<file path="config.mk">
export PLATFORM = sky130hd
export DESIGN_NAME = mem_port_arbiter
export DESIGN_NICKNAME = d
export VERILOG_FILES = /design/src/rtl/mem_port_pkg.sv /design/src/rtl/mem_lat_counter.sv /design/src/rtl/mem_port_arbiter.sv
export SDC_FILE = /design/constraint.sdc
export NUM_CORES = 1
export LEC_CHECK = 0
export ABC_AREA = 1
export BUFFER_PORTS_ARGS = -buffer_cell sky130_fd_sc_hd__buf_2
export CORE_UTILIZATION = 43
export CTS_CLUSTER_DIAMETER = 60
export DETAILED_ROUTE_END_ITERATION = 8
export PLACE_DENSITY_LB_ADDON = 0.3
export RECOVER_POWER = 25
export SYNTH_ARGS = -nofsm -noshare
export SYNTH_HDL_FRONTEND = slang
export SYNTH_SLANG_ARGS = --single-unit
</file>
<file path="constraint.sdc">
create_clock -name Clk -period 4 [get_ports Clk]
set_clock_uncertainty 0.05 [all_clocks]
set_input_delay 0.2 -clock Clk [delete_from_list [all_inputs] [get_ports Clk]]
set_output_delay 0.2 -clock Clk [all_outputs]
set_load 0.05 [all_outputs]
</file>
<file path="src/rtl/mem_port_pkg.sv">
// Shared types and constants for the memory-port arbiter slice.
// Ports: none (package only).
// Provides the FSM state enum, the transaction owner enum, the
// alignment mask and the latency counter width.
package mem_port_pkg;

  typedef enum logic [1:0] {
    IDLE    = 2'd0,
    RD_WAIT = 2'd1,
    WR      = 2'd2,
    DONE    = 2'd3
  } state_e;

  typedef enum logic {
    OWN_FETCH = 1'b0,
    OWN_DATA  = 1'b1
  } owner_e;

  localparam logic [1:0] MEM_ALIGN_MASK = 2'b11;

  // Read latency is at most 15, so a 4-bit counter is enough.
  localparam int CNT_W = 4;

endpackage

</file>
<file path="src/rtl/mem_lat_counter.sv">
// Loadable down-counter that times the memory read latency.
// Latency: load takes effect at the next edge; expire_o is combinational from the count.
// Backpressure: none; the counter runs down freely once loaded and parks at 0.
// Ports: clk_i, rst_i (async active-high), load_i / load_val_i (load request and value),
//        value_o (current count), expire_o (count == 1, i.e. last wait cycle).
module mem_lat_counter
  import mem_port_pkg::*;
(
  input  logic             clk_i,
  input  logic             rst_i,
  input  logic             load_i,
  input  logic [CNT_W-1:0] load_val_i,
  output logic [CNT_W-1:0] value_o,
  output logic             expire_o
);

  logic [CNT_W-1:0] cnt_q, cnt_d;

  always_comb begin
    cnt_d = cnt_q;
    if (load_i) begin
      cnt_d = load_val_i;
    end else if (cnt_q != '0) begin
      cnt_d = cnt_q - CNT_W'(1);
    end
  end

  always_ff @(posedge clk_i or posedge rst_i) begin
    if (rst_i) begin
      cnt_q <= '0;
    end else begin
      cnt_q <= cnt_d;
    end
  end

  assign value_o  = cnt_q;
  assign expire_o = (cnt_q == CNT_W'(1));

endmodule

</file>
<file path="src/rtl/mem_port_arbiter.sv">
// Arbitrates the single memory port between instruction fetch and load/store (data wins ties).
// Latency: load/fetch done in cycle READ_LATENCY+1 after accept, store done in cycle 2.
// Backpressure: requests are held high until done; the loser simply waits in IDLE.
// Ports: Clk, Reset_signal (async active-high); ifetch_req/addr -> ifetch_done/rdata;
//        data_req/we/addr/wdata -> data_done/rdata/err; mem_addr/wdata/wr out, mem_rdata in; busy.
// Optional build macro MEM_ALIGN_CHECK_EN: misaligned requests complete immediately
// without touching memory (data side also flags data_err). Undefined: no check, data_err=0.
module mem_port_arbiter
  import mem_port_pkg::*;
#(
  parameter int READ_LATENCY = 2,
  parameter int ADDR_W       = 32,
  parameter int DATA_W       = 32
) (
  input  logic              Clk,
  input  logic              Reset_signal,
  input  logic              ifetch_req,
  input  logic [ADDR_W-1:0] ifetch_addr,
  output logic              ifetch_done,
  output logic [DATA_W-1:0] ifetch_rdata,
  input  logic              data_req,
  input  logic              data_we,
  input  logic [ADDR_W-1:0] data_addr,
  input  logic [DATA_W-1:0] data_wdata,
  output logic              data_done,
  output logic [DATA_W-1:0] data_rdata,
  output logic              data_err,
  output logic [ADDR_W-1:0] mem_addr,
  output logic [DATA_W-1:0] mem_wdata,
  output logic              mem_wr,
  input  logic [DATA_W-1:0] mem_rdata,
  output logic              busy
);

  localparam logic [CNT_W-1:0] RL_CNT = CNT_W'(READ_LATENCY);

  state_e            state_q, state_d;
  owner_e            owner_q, owner_d;
  logic [ADDR_W-1:0] mem_addr_q, mem_addr_d;
  logic [DATA_W-1:0] mem_wdata_q, mem_wdata_d;
  logic              mem_wr_q, mem_wr_d;
  logic              ifetch_done_q, ifetch_done_d;
  logic              data_done_q, data_done_d;
  logic              data_err_q, data_err_d;
  logic [DATA_W-1:0] ifetch_rdata_q, ifetch_rdata_d;
  logic [DATA_W-1:0] data_rdata_q, data_rdata_d;

  logic              cnt_load;
  logic [CNT_W-1:0]  cnt_value;
  logic              cnt_expire;

  // Candidate request as seen in IDLE: data has fixed priority over fetch.
  logic              acc_data;
  logic              acc_we;
  logic [ADDR_W-1:0] acc_addr;
  logic              misaligned;

  assign acc_data = data_req;
  assign acc_we   = data_req & data_we;
  assign acc_addr = data_req ? data_addr : ifetch_addr;

`ifdef MEM_ALIGN_CHECK_EN
  assign misaligned = (acc_addr[1:0] & MEM_ALIGN_MASK) != 2'b00;
`else
  // No check: every address goes to memory, so data_err can never be set.
  assign misaligned = 1'b0;
`endif

  mem_lat_counter u_lat_cnt (
    .clk_i      (Clk),
    .rst_i      (Reset_signal),
    .load_i     (cnt_load),
    .load_val_i (RL_CNT),
    .value_o    (cnt_value),
    .expire_o   (cnt_expire)
  );

  always_comb begin
    state_d        = state_q;
    owner_d        = owner_q;
    mem_addr_d     = mem_addr_q;
    mem_wdata_d    = mem_wdata_q;
    mem_wr_d       = 1'b0;
    ifetch_done_d  = 1'b0;
    data_done_d    = 1'b0;
    data_err_d     = 1'b0;
    ifetch_rdata_d = ifetch_rdata_q;
    data_rdata_d   = data_rdata_q;
    cnt_load       = 1'b0;

    case (state_q)
      IDLE: begin
        if (data_req || ifetch_req) begin
          owner_d = acc_data ? OWN_DATA : OWN_FETCH;
          if (misaligned) begin
            // No memory access at all; complete in the very next cycle.
            state_d = DONE;
            if (acc_data) begin
              data_done_d = 1'b1;
              data_err_d  = 1'b1;
            end else begin
              ifetch_done_d = 1'b1;
            end
          end else begin
            mem_addr_d = acc_addr;
            if (acc_we) begin
              mem_wdata_d = data_wdata;
              mem_wr_d    = 1'b1;
              state_d     = WR;
            end else begin
              cnt_load = 1'b1;
              state_d  = RD_WAIT;
            end
          end
        end
      end

      RD_WAIT: begin
        // A zero count only happens with an out-of-range latency parameter;
        // leaving on it keeps the FSM from waiting forever.
        if (cnt_expire || (cnt_value == '0)) begin
          state_d = DONE;
          if (owner_q == OWN_DATA) begin
            data_rdata_d = mem_rdata;
            data_done_d  = 1'b1;
          end else begin
            ifetch_rdata_d = mem_rdata;
            ifetch_done_d  = 1'b1;
          end
        end
      end

      WR: begin
        state_d = DONE;
        if (owner_q == OWN_DATA) begin
          data_done_d = 1'b1;
        end else begin
          ifetch_done_d = 1'b1;
        end
      end

      DONE: begin
        state_d = IDLE;
      end

      default: begin
        state_d = IDLE;
      end
    endcase
  end

  always_ff @(posedge Clk or posedge Reset_signal) begin
    if (Reset_signal) begin
      state_q        <= IDLE;
      owner_q        <= OWN_FETCH;
      mem_addr_q     <= '0;
      mem_wdata_q    <= '0;
      mem_wr_q       <= 1'b0;
      ifetch_done_q  <= 1'b0;
      data_done_q    <= 1'b0;
      data_err_q     <= 1'b0;
      ifetch_rdata_q <= '0;
      data_rdata_q   <= '0;
    end else begin
      state_q        <= state_d;
      owner_q        <= owner_d;
      mem_addr_q     <= mem_addr_d;
      mem_wdata_q    <= mem_wdata_d;
      mem_wr_q       <= mem_wr_d;
      ifetch_done_q  <= ifetch_done_d;
      data_done_q    <= data_done_d;
      data_err_q     <= data_err_d;
      ifetch_rdata_q <= ifetch_rdata_d;
      data_rdata_q   <= data_rdata_d;
    end
  end

  assign ifetch_done  = ifetch_done_q;
  assign ifetch_rdata = ifetch_rdata_q;
  assign data_done    = data_done_q;
  assign data_rdata   = data_rdata_q;
  assign data_err     = data_err_q;
  assign mem_addr     = mem_addr_q;
  assign mem_wdata    = mem_wdata_q;
  assign mem_wr       = mem_wr_q;
  assign busy         = (state_q != IDLE);

endmodule

</file>
==> results.md <==
* Worst Hold Slack at 0.0298 ns
* Commonest non-fill, non-tap cell in the layout: nand2_1
* Sequential share of the synthesized area at 57.1%
* CTS tree: yes
* TritonCTS buffer count at 17
* Mapped Cells at 671
* Final Hold Viols at 0
* Share of cells above drive strength 1 at 29.9%
* WS Path Type: reg2reg
* Distinct cells, synth at 24
* Power Density at 1020 mW/mm^2
* RD Place Congestion at 0.785
* WL met3 at 1230 um
* GRT Resource Usage Total at between 20 and 25%
* Drt drc at 0
* DRT Wirelength at ~17000 um
* Multi-input gate area at 0.00223 mm^2
* Placeable Area at approximately 0.014 mm^2
* Clk_lat worst skew at 0.42 ns
* Post-Syn Nets at 810
* GRT Residual Overflow at 0
* First drt pass iteration count at 5
* First-pass GRT wire length at about 27000 um
* Starting Density at 44.8%
* Cell Area, Synth at 0.00605 mm^2
* Vias in the first global route at 5606
* Buffers on Ports at 264
* Maximum vdd drop at 0.000483 V
* CTS Buffer Depth at 2
* Met2 Routed Length at 8480 um
* Commonest cells after routing, fill and taps aside: nand2_1, buf_2, dfrtp_1
* Fill count at about 1200
* Clock root cell: clkbuf_16
* Crit-path max FO at 54
* Final setup vio count at 0
* Height of the die at between 100 and 150 um
* Clock-pin slew on the worst setup and hold paths at 0.06 ns
* # nets final at 1119
* Register area at about 0.0035 mm^2
* Slew Viols, Final at 0
* Number of vias per cell at around 5.0
* Leakage power at 4.43 nW
* CP Launch Type: flip-flop
* Maxcap violations at 0
* Total number of vias at 5816
* Least-Margin Pin Slew at 1.07 ns
* # IOs at 266
* # H-tree levels at 4
* Tmin final at 2.35 ns
* Routed wire length per instance at 14.5 um
* F_max at between 400 and 500 MHz
* Setup crit end kind: flip-flop
* Post_cts resized at 0
* Non-filler instance count after layout at approximately 1200
* Period utilization at approximately three fifths
* RSZ-0062 raised after global routing: no
* Die footprint at 0.0145 mm^2
* Total chip power at around 8.7 mW
* Area Growth Syn to Fin at 41.4%
* Antenna viol nets, final at 0
* TNS Setup at 0 ns
* Hold Crit Class: in2reg
* Critical path data arrival time at roughly 2.6 ns
* Pin count of the biggest net entering global routing at 81
* Die span in x at ~120 um
* Sink Count at 138
* Top routing layer in use: met4
* # placed instances at 1073
* Initial antenna violation count at 1
* Synth top area cells: dfrtp_1, nand2_1, nand4_1, nor2_1, o21a_1
* Syn_area_per_cell at 9.01 um^2
* Rows at 42
* Initial DRC count at 397
* Met1 wire length at just over 7000 um
* Synth warnings at 0
* HPWL Detailed at 10700 um
* #FFs+latches synth at 138
* Synth area leader: dfrtp_1
* Rel. slew slack at 28.2%
* Share of the synthesized area in the top cell type at 57.1%
* Status: finished clean
* Required time worst endpoint at 4.26 ns
[Yosys cell counts]
master,n
xnor2_1,1
clkbuf_1,8
nor2_1,69
buf_6,9
ha_1,6
inv_2,4
conb_1,1
buf_4,6
nand3_2,1
o21a_1,32
a21oi_1,3
dfrtp_1,138
nand4_1,67
inv_1,11
nand3_1,3
buf_2,22
o211ai_1,1
buf_12,1
nand2_1,249
nor2_4,2
o21ai_2,10
nor2_2,1
buf_1,2
o21ai_0,24
[path summary, 6_finish.rpt]
path / from / end / slack [ns] / cells after the start
worst max-delay path: state_q[0]$_DFFE_PP0P_ / mem_addr[11]$_DFFE_PP0P_ / 1.65 / 7
worst min-delay path: mem_rdata[28] / data_rdata[28]$_DFFE_PP0P_ / 0.03 / 3
worst max register to register: state_q[0]$_DFFE_PP0P_ / mem_addr[11]$_DFFE_PP0P_ / 1.65 / 7
worst min register to register: mem_wdata[26]$_DFFE_PP0P_ / mem_wdata[26]$_DFFE_PP0P_ / 0.42 / 2
max in group asynchronous: Reset_signal / owner_q$_DFFE_PP0P_ / 2.59 / 4
min in group asynchronous: Reset_signal / mem_addr[21]$_DFFE_PP0P_ / 0.42 / 3
[final cells by class]
cell class,count,area share [%]
clock inverter,7,1.05
antenna,1,0.0293
timing repair buffer,338,23.4
sequential,138,40.4
inverter,15,0.717
multi-input combinational,470,26.1
clock buffer,25,5.68
tap,176,2.57
[where the power goes]
group          leakage (nW)  switching, mW  internal [mW]  total (mW)
Combinational          2.53           3.71           1.05        4.76
Clock                 0.277          0.566          0.964        1.53
Sequential             1.63          0.374           2.08        2.46
[cell families after synthesis]
logic type	after synthesis	synth area share (%)
simple gates	392	27.6
compound gates	70	7.78
xor+xnor	1	0.145
fa+ha+maj	6	1.24
flops	138	57.1
buf+inv	63	6.12
other cells	1	0.0620
[repair_timing]
item,4_1_cts,5_1_grt
buffers inserted,0,0
endpoints found under the hold margin,162,0
endpoints found under the setup margin,0,0
hold buffers,64,0
[routing by layer]
layer,up-vias,track usage (%)
li1,2818,-
met1,2726,28.8
met2,248,41.3
met3,24,6.79
met4,0,8.26
met5,-,0
[metrics by stage]
stage | worst slack (ns) | utilization [%] | instance area [um^2]
floorplan | 0.0538 | - | 6050
global placement | 1.64 | 54.5 | 7370
detailed placement | 1.61 | 54.5 | 7370
CTS | 1.62 | 63.5 | 8580
global route | 1.42 | 63.3 | 8550
finish | 1.65 | 63.3 | 8550
[critical path: stages (launching register included)]
cell and delay, ns:
dfrtp_1 0.40, inv_1 0.09, ha_1 0.27, inv_2 0.09, nor2_4 0.83, buf_4 0.33, o21ai_2 0.07, o21a_1 0.10
[sequential cells by signal, summed over array words and instances, names as in the netlist]
signal / flops
u_lat_cnt.value_o: 4
state_q: 2
mem_addr: 32
owner_q: 1
data_rdata: 32
data_done: 1
ifetch_done: 1
mem_wr: 1
ifetch_rdata: 32
mem_wdata: 32
Note: power is estimated with default switching activity, not from simulation.
